===== src/rtl/incdec_seq_ctrl.sv =====
// rtl/incdec_seq_ctrl.sv - wide increment/decrement built from one time-shared narrow slice
package lau_pkg;
  typedef enum logic {SLOW, FAST} speed_e;
endpackage

// Narrow incrementer/decrementer: {co, z} = dec ? a - ci : a + ci.
// A bit flips when every lower bit "propagates": 1s for increment, 0s for
// decrement, so both modes share one AND-prefix over a ^ {dec}.
module IncDecC #(
  parameter int              width = 8,
  parameter lau_pkg::speed_e speed = lau_pkg::FAST
) (
  input  logic [width-1:0] a_i,
  input  logic             ci_i,
  input  logic             dec_i,
  output logic [width-1:0] z_o,
  output logic             co_o
);
  localparam int L = (width > 1) ? $clog2(width) : 1;

  logic [width-1:0] w_t;
  logic [width:0]   w_p;

  assign w_t = a_i ^ {width{dec_i}};

  if (speed == lau_pkg::FAST) begin : g_fast
    logic [L:0][width-1:0] w_lvl;

    // Log-depth inclusive prefix AND of the propagate bits
    always_comb begin
      w_lvl    = '0;
      w_lvl[0] = w_t;
      for (int l = 0; l < L; l++) begin
        for (int i = 0; i < width; i++) begin
          if (i >= (1 << l)) begin
            w_lvl[l+1][i] = w_lvl[l][i] & w_lvl[l][i - (1 << l)];
          end else begin
            w_lvl[l+1][i] = w_lvl[l][i];
          end
        end
      end
      w_p    = '0;
      w_p[0] = ci_i;
      for (int i = 0; i < width; i++) begin
        w_p[i+1] = ci_i & w_lvl[L][i];
      end
    end
  end else begin : g_slow
    // Linear ripple of the carry/borrow through the propagate bits
    always_comb begin
      w_p    = '0;
      w_p[0] = ci_i;
      for (int i = 0; i < width; i++) begin
        w_p[i+1] = w_p[i] & w_t[i];
      end
    end
  end

  assign z_o  = a_i ^ w_p[width-1:0];
  assign co_o = w_p[width];
endmodule

// Controller: walks the operand slice by slice from the LSB, stopping as soon
// as the carry/borrow dies so short carries finish in one cycle.
module incdec_seq_ctrl #(
  parameter int              width = 8,
  parameter int              words = 4,
  parameter lau_pkg::speed_e speed = lau_pkg::FAST
) (
  input  logic             clk_i,
  input  logic             rst_ni,
  incdec_seq_ctrl_if.slave bus
);
  localparam int W  = width * words;
  localparam int IW = (words > 1) ? $clog2(words) : 1;
  localparam int SW = $clog2(words + 1);

  typedef enum logic [1:0] {S_IDLE, S_RUN, S_DONE} state_e;

  state_e         r_state;
  state_e         w_next;
  logic [W-1:0]   r_z;
  logic           r_carry;
  logic           r_dec;
  logic           r_co;
  logic [IW-1:0]  r_idx;
  logic [SW-1:0]  r_slices;

  logic [width-1:0] w_slice_a;
  logic [width-1:0] w_slice_z;
  logic             w_slice_co;
  logic             w_last;
  logic             w_accept;

  assign w_slice_a = r_z[r_idx*width +: width];
  assign w_last    = (r_idx == IW'(words - 1));
  assign w_accept  = bus.valid_i && (r_state == S_IDLE);

  IncDecC #(
    .width (width),
    .speed (speed)
  ) u_slice (
    .a_i   (w_slice_a),
    .ci_i  (r_carry),
    .dec_i (r_dec),
    .z_o   (w_slice_z),
    .co_o  (w_slice_co)
  );

  // State register
  always_ff @(posedge clk_i or negedge rst_ni) begin
    if (!rst_ni) begin
      r_state <= S_IDLE;
    end else begin
      r_state <= w_next;
    end
  end

  // Next-state: a zero carry-in skips RUN; RUN ends on a dead carry or the top slice
  always_comb begin
    w_next = r_state;
    case (r_state)
      S_IDLE: begin
        if (bus.valid_i) begin
          w_next = bus.ci_i ? S_RUN : S_DONE;
        end
      end
      S_RUN: begin
        if (!w_slice_co || w_last) begin
          w_next = S_DONE;
        end
      end
      S_DONE: begin
        if (bus.ready_i) begin
          w_next = S_IDLE;
        end
      end
      default: w_next = S_IDLE;
    endcase
  end

  // Datapath: latch on accept, write one slice back per RUN cycle, hold in DONE
  always_ff @(posedge clk_i or negedge rst_ni) begin
    if (!rst_ni) begin
      r_z      <= '0;
      r_carry  <= 1'b0;
      r_dec    <= 1'b0;
      r_co     <= 1'b0;
      r_idx    <= '0;
      r_slices <= '0;
    end else if (w_accept) begin
      r_z      <= bus.a_i;
      r_carry  <= bus.ci_i;
      r_dec    <= bus.dec_i;
      r_co     <= 1'b0;
      r_idx    <= '0;
      r_slices <= '0;
    end else if (r_state == S_RUN) begin
      r_z[r_idx*width +: width] <= w_slice_z;
      r_carry                   <= w_slice_co;
      r_slices                  <= r_slices + SW'(1);
      if (!w_slice_co) begin
        r_co <= 1'b0;
      end else if (w_last) begin
        r_co <= 1'b1;
      end else begin
        r_idx <= r_idx + IW'(1);
      end
    end
  end

  assign bus.ready_o  = (r_state == S_IDLE);
  assign bus.valid_o  = (r_state == S_DONE);
  assign bus.z_o      = r_z;
  assign bus.co_o     = r_co;
  assign bus.slices_o = r_slices;
endmodule


===== src/rtl/incdec_seq_ctrl_if.sv =====
// rtl/incdec_seq_ctrl_if.sv - request/result handshake bundle for the sequential inc/dec controller
interface incdec_seq_ctrl_if #(
  parameter int width = 8,
  parameter int words = 4
);
  localparam int W  = width * words;
  localparam int SW = $clog2(words + 1);

  // Request side
  logic          valid_i;
  logic          ready_o;
  logic [W-1:0]  a_i;
  logic          ci_i;
  logic          dec_i;

  // Result side
  logic          valid_o;
  logic          ready_i;
  logic [W-1:0]  z_o;
  logic          co_o;
  logic [SW-1:0] slices_o;

  // Controller side
  modport slave (
    input  valid_i, a_i, ci_i, dec_i, ready_i,
    output ready_o, valid_o, z_o, co_o, slices_o
  );

  // Requester / result consumer side
  modport master (
    output valid_i, a_i, ci_i, dec_i, ready_i,
    input  ready_o, valid_o, z_o, co_o, slices_o
  );
endinterface


===== src/flat_wrapper.sv =====
// flat-port wrapper written by rule: the top's interface ports become plain ports
module incdec_seq_ctrl_flat 
#(
  parameter int              width = 8,
  parameter int              words = 4,
  parameter lau_pkg::speed_e speed = lau_pkg::FAST
)
  (clk_i, rst_ni, bus_valid_i, bus_a_i, bus_ci_i, bus_dec_i, bus_ready_i, bus_ready_o, bus_valid_o, bus_z_o, bus_co_o, bus_slices_o);
  incdec_seq_ctrl_if #(.width(width), .words(words)) bus_i ();
  input  logic clk_i;
  input  logic rst_ni;
  input wire logic [$bits(bus_i.valid_i)-1:0] bus_valid_i;
  input wire logic [$bits(bus_i.a_i)-1:0] bus_a_i;
  input wire logic [$bits(bus_i.ci_i)-1:0] bus_ci_i;
  input wire logic [$bits(bus_i.dec_i)-1:0] bus_dec_i;
  input wire logic [$bits(bus_i.ready_i)-1:0] bus_ready_i;
  output wire logic [$bits(bus_i.ready_o)-1:0] bus_ready_o;
  output wire logic [$bits(bus_i.valid_o)-1:0] bus_valid_o;
  output wire logic [$bits(bus_i.z_o)-1:0] bus_z_o;
  output wire logic [$bits(bus_i.co_o)-1:0] bus_co_o;
  output wire logic [$bits(bus_i.slices_o)-1:0] bus_slices_o;
  assign bus_i.valid_i = bus_valid_i;
  assign bus_i.a_i = bus_a_i;
  assign bus_i.ci_i = bus_ci_i;
  assign bus_i.dec_i = bus_dec_i;
  assign bus_i.ready_i = bus_ready_i;
  assign bus_ready_o = bus_i.ready_o;
  assign bus_valid_o = bus_i.valid_o;
  assign bus_z_o = bus_i.z_o;
  assign bus_co_o = bus_i.co_o;
  assign bus_slices_o = bus_i.slices_o;
  incdec_seq_ctrl #(.width(width), .words(words), .speed(speed)) u_core (.clk_i(clk_i), .rst_ni(rst_ni), .bus(bus_i));
endmodule

===== config.mk =====
export PLATFORM = sky130hd
export DESIGN_NAME = incdec_seq_ctrl_flat
export DESIGN_NICKNAME = d
export VERILOG_FILES = /design/src/rtl/incdec_seq_ctrl.sv /design/src/rtl/incdec_seq_ctrl_if.sv /design/src/flat_wrapper.sv
export SDC_FILE = /design/constraint.sdc
export NUM_CORES = 1
export LEC_CHECK = 0
export CAP_MARGIN = 20
export CELL_PAD_IN_SITES_DETAIL_PLACEMENT = 0
export CELL_PAD_IN_SITES_GLOBAL_PLACEMENT = 2
export CORE_MARGIN = 3
export CORE_UTILIZATION = 30
export CTS_CLUSTER_DIAMETER = 120
export DETAILED_ROUTE_END_ITERATION = 6
export PLACE_DENSITY = 0.8
export SYNTH_ARGS = -nofsm -noshare
export SYNTH_HDL_FRONTEND = slang
export SYNTH_HIERARCHICAL = 1
export SYNTH_SLANG_ARGS = --single-unit

===== constraint.sdc =====
create_clock -name clk_i -period 3.6 [get_ports clk_i]
set_input_delay 0.72 -clock clk_i [delete_from_list [all_inputs] [get_ports clk_i]]
set_output_delay 0.72 -clock clk_i [all_outputs]
set_load 0.05 [all_outputs]

==> flow_summary_export.csv <==
group,metric,value,unit
die,die_area,10500,µm²
clock_tree,postCtsSetupRepairBufs,0,
yosys,yosysMostFrequentCell,"sky130_fd_sc_hd__dfrtp_1",
drt,routed-via-count,2485,
placement,numPlacedInstances,441,
placement,io_buffer_count,75,
global_route,wire_length_of_the_first_global_routing_pass,14600,µm
die,io_pins,76,
clock_tree,postCtsHoldBufs,0,
final_layout,post_layout_nonfiller_instances,449,
critical_path,r2r-start,"u_core/r_idx[0]",
yosys,mappedNetlistArea,2800,µm²
final_layout,antenna_cells,0,
drt,routed_via_density,5.53,
sta,finalHoldViolCount,0,
power_and_ir_drop,power_density_of_the_placed_cells,908,nW/µm²
clock_tree,path_clk_slew,0.09,ns
hold_path,hp-start,"u_core/bus.slices_o[0]",
critical_path,path_class,"reg2reg",
run_status,status,"completed",
critical_path,critical_path.slowest_cell,"sky130_fd_sc_hd__dfrtp_1",
critical_path,critical_path.endpoint_type,"flip-flop",
yosys,synth_top_cell_by_area,"sky130_fd_sc_hd__dfrtp_1",
sta,report.final.setup_viol,0,
sta,tightest_pin_transition,0.984,ns
critical_path,cpPeakStageDelay,0.64,ns
drt,drc_violations_left,0,
sta,period_minus_slack,3.02,ns
critical_path,worstPathRequired,3.79,ns
final_layout,nNetsFinal,385,
critical_path,worst_ep_arrival_time,3.21,ns
placement,post-dp-hpwl,6700,µm
yosys,synth_flop_cell,"sky130_fd_sc_hd__dfrtp_1",
yosys,async_set_or_reset_register_ratio_after_synthesis,1.00,
yosys,yosysWarnings,6,
yosys,ys_ff_latch,42,
job,maxCapViolations,0,
die,floorplan.die.width,103,µm
yosys,avgSynthCellArea,10.4,µm²
yosys,sequential_element_share_of_the_synthesized_area,0.376,
die,initial_utilization,0.315,
die,die-height,103,µm
critical_path,crit_path_max_fanout,8,
clock_tree,clock_latency,0.30,ns
drt,routed_wl,9010,µm
clock_tree,clock_tree.buffer_depth,2,
critical_path,worstSetupStartpoint,"u_core/r_idx[0]",
global_route,grt.overflow.total,0,
critical_path,startpoint_type,"flip-flop",
sta,finClkSkew,0.0132,ns
drt,detailedRoute.firstIterationViolations,131,
clock_tree,ctsResizeCount,0,
drt,final_antenna_net_count,0,
sta,period_share,0.840,
clock_tree,h-tree-depth,2,
yosys,synth_cell_types,43,
final_layout,drive_above_1_share,0.0880,
yosys,postSynthNetCount,315,
power_and_ir_drop,worst_ir_drop_vdd,0.000481,V
placement,finalWeightedCongestion,0.871,
yosys,synth_edf_count,0,
die,num_rows,34,
clock_tree,cts_root_buf,"sky130_fd_sc_hd__clkbuf_8",
sta,grt_setup_unrepaired,"no",
drt,routedWlPerCell,20.1,µm
hold_path,worstHoldPathType,"reg2reg",
sta,clock.fmax,0.331,GHz
yosys,list_of_most_frequent_post_synthesis_cells,"sky130_fd_sc_hd__dfrtp_1 (42), sky130_fd_sc_hd__a21oi_1 (20), sky130_fd_sc_hd__nand2b_1 (19), sky130_fd_sc_hd__and3_1 (17)",
sta,timing.slew.headroom,0.344,
global_route,grt_start_max_net_pins,43,
yosys,synthTopCellsByArea,"sky130_fd_sc_hd__dfrtp_1 (38%), sky130_fd_sc_hd__mux4_2 (6.4%), sky130_fd_sc_hd__a221o_1 (5.7%)",
yosys,postSynthCellCount,270,
clock_tree,cts.sink_count,42,
clock_tree,cts_buffers,5,
final_layout,syn2layout_area_growth,33.3,%
yosys,synth_top_area_share,0.376,
clock_tree,cts_tree,"built",
global_route,grt_util_all_layers,0.179,
global_route,initial_antenna_violation_count,0,
die,core_area,8890,µm²
critical_path,crit_chain,"mux4_2, or4b_4, o22ai_2, nor2b_1, nand2b_1, mux2_2, a22o_1",
sta,timing.setup.tns,0,ns
sta,timing.final.max_slew_violations,0,
power_and_ir_drop,p_leak,1.42,nW
drt,firstDrtPassIters,4,
global_route,first_global_vias,2649,
layout make-up:
type,count,area (µm²)
clock buffer,5,68.8
clock inverter,3,25.0
fill,869,5160
inverter,5,18.8
multi-input combinational,204,1640
sequential,42,1050
tap,108,135
timing repair buffer,82,798
stage by stage:
| stage | hold WS, ns | worst slack [ns] | instance area, µm² | utilization | total power, mW |
|---|---|---|---|---|---|
| 4_1_cts | 0.525 | 0.557 | 3730 | 0.420 | 3.41 |
| 3_5_place_dp | 0.504 | 0.582 | 3640 | 0.409 | 3.08 |
| 3_3_place_gp | 0.505 | 0.658 | 3640 | 0.409 | 3.07 |
| 6_report | 0.522 | 0.576 | 3730 | 0.420 | 3.39 |
| 5_1_grt | 0.549 | 0.430 | 3730 | 0.420 | 3.59 |
| 2_1_floorplan | 0.424 | 0.762 | 2800 | - | 2.33 |
logic make-up after synthesis:
kind of cell / synth area share
adders and majority gates: 0.0313
and+or+nand+nor: 0.199
AOI/OAI and AO/OA: 0.240
xor gates and xnor gates: 0.0313
muxes: 0.0831
DFF: 0.376
buffers and inverters: 0.0402
critical path: cells and delay by family, from the launching register on:
family | cells | cell delay, ns
compound gates | 2 | 0.36
simple gates | 3 | 1.00
mux | 2 | 0.92
flops | 1 | 0.64
worst paths after layout:
path                            slack [ns]                      to  cells past startpoint
worst max register to register        0.58         u_core/r_idx[0]                      7
max in group asynchronous             2.42       u_core/bus.z_o[5]                      1
worst min-delay path                  0.52  u_core/bus.slices_o[0]                      1
min in group asynchronous             0.58       u_core/r_state[0]                      1
worst min register to register        0.52  u_core/bus.slices_o[0]                      1
worst max-delay path                  0.58         u_core/r_idx[0]                      7
placed cells by master, fill, tap and decap left out, drive strengths merged, types with 7 or more instances in the layout:
| cell | synthesis | layout |
|---|---|---|
| a21oi | 20 | 20 |
| and3 | 17 | 17 |
| o21ai | 8 | 8 |
| dfrtp | 42 | 42 |
| buf | 7 | 8 |
| clkdlybuf4s50 | 0 | 74 |
| nand2b | 19 | 19 |
| o32a | 16 | 16 |
| ha | 7 | 7 |
| o21a | 16 | 16 |
| a221o | 16 | 16 |
| mux4 | 8 | 8 |
| nor2 | 9 | 9 |
| nand2 | 13 | 13 |
| nand3b | 16 | 16 |
layer usage:
metal / track usage / share of wire / vias up
li1: - / - / 1175
met4: 0.0353 / 0.011 / 0
met2: 0.300 / 0.47 / 65
met5: 0 / 0 / -
met3: 0.0338 / 0.041 / 9
met1: 0.244 / 0.48 / 1236
power by group:
part	total (mW)	switching, mW	internal, mW
logic	2.10	1.29	0.817
clock network	0.327	0.187	0.140
registers	0.960	0.288	0.672
sequential cells by signal, summed over array words and instances (netlist names):
name	count
u_core/bus.z_o	32
u_core/bus.slices_o	3
u_core/r_idx	2
u_core/r_state	2
u_core/bus.co_o	1
u_core/r_carry	1
u_core/r_dec	1
No activity file was read; power rests on OpenSTA's default activity.
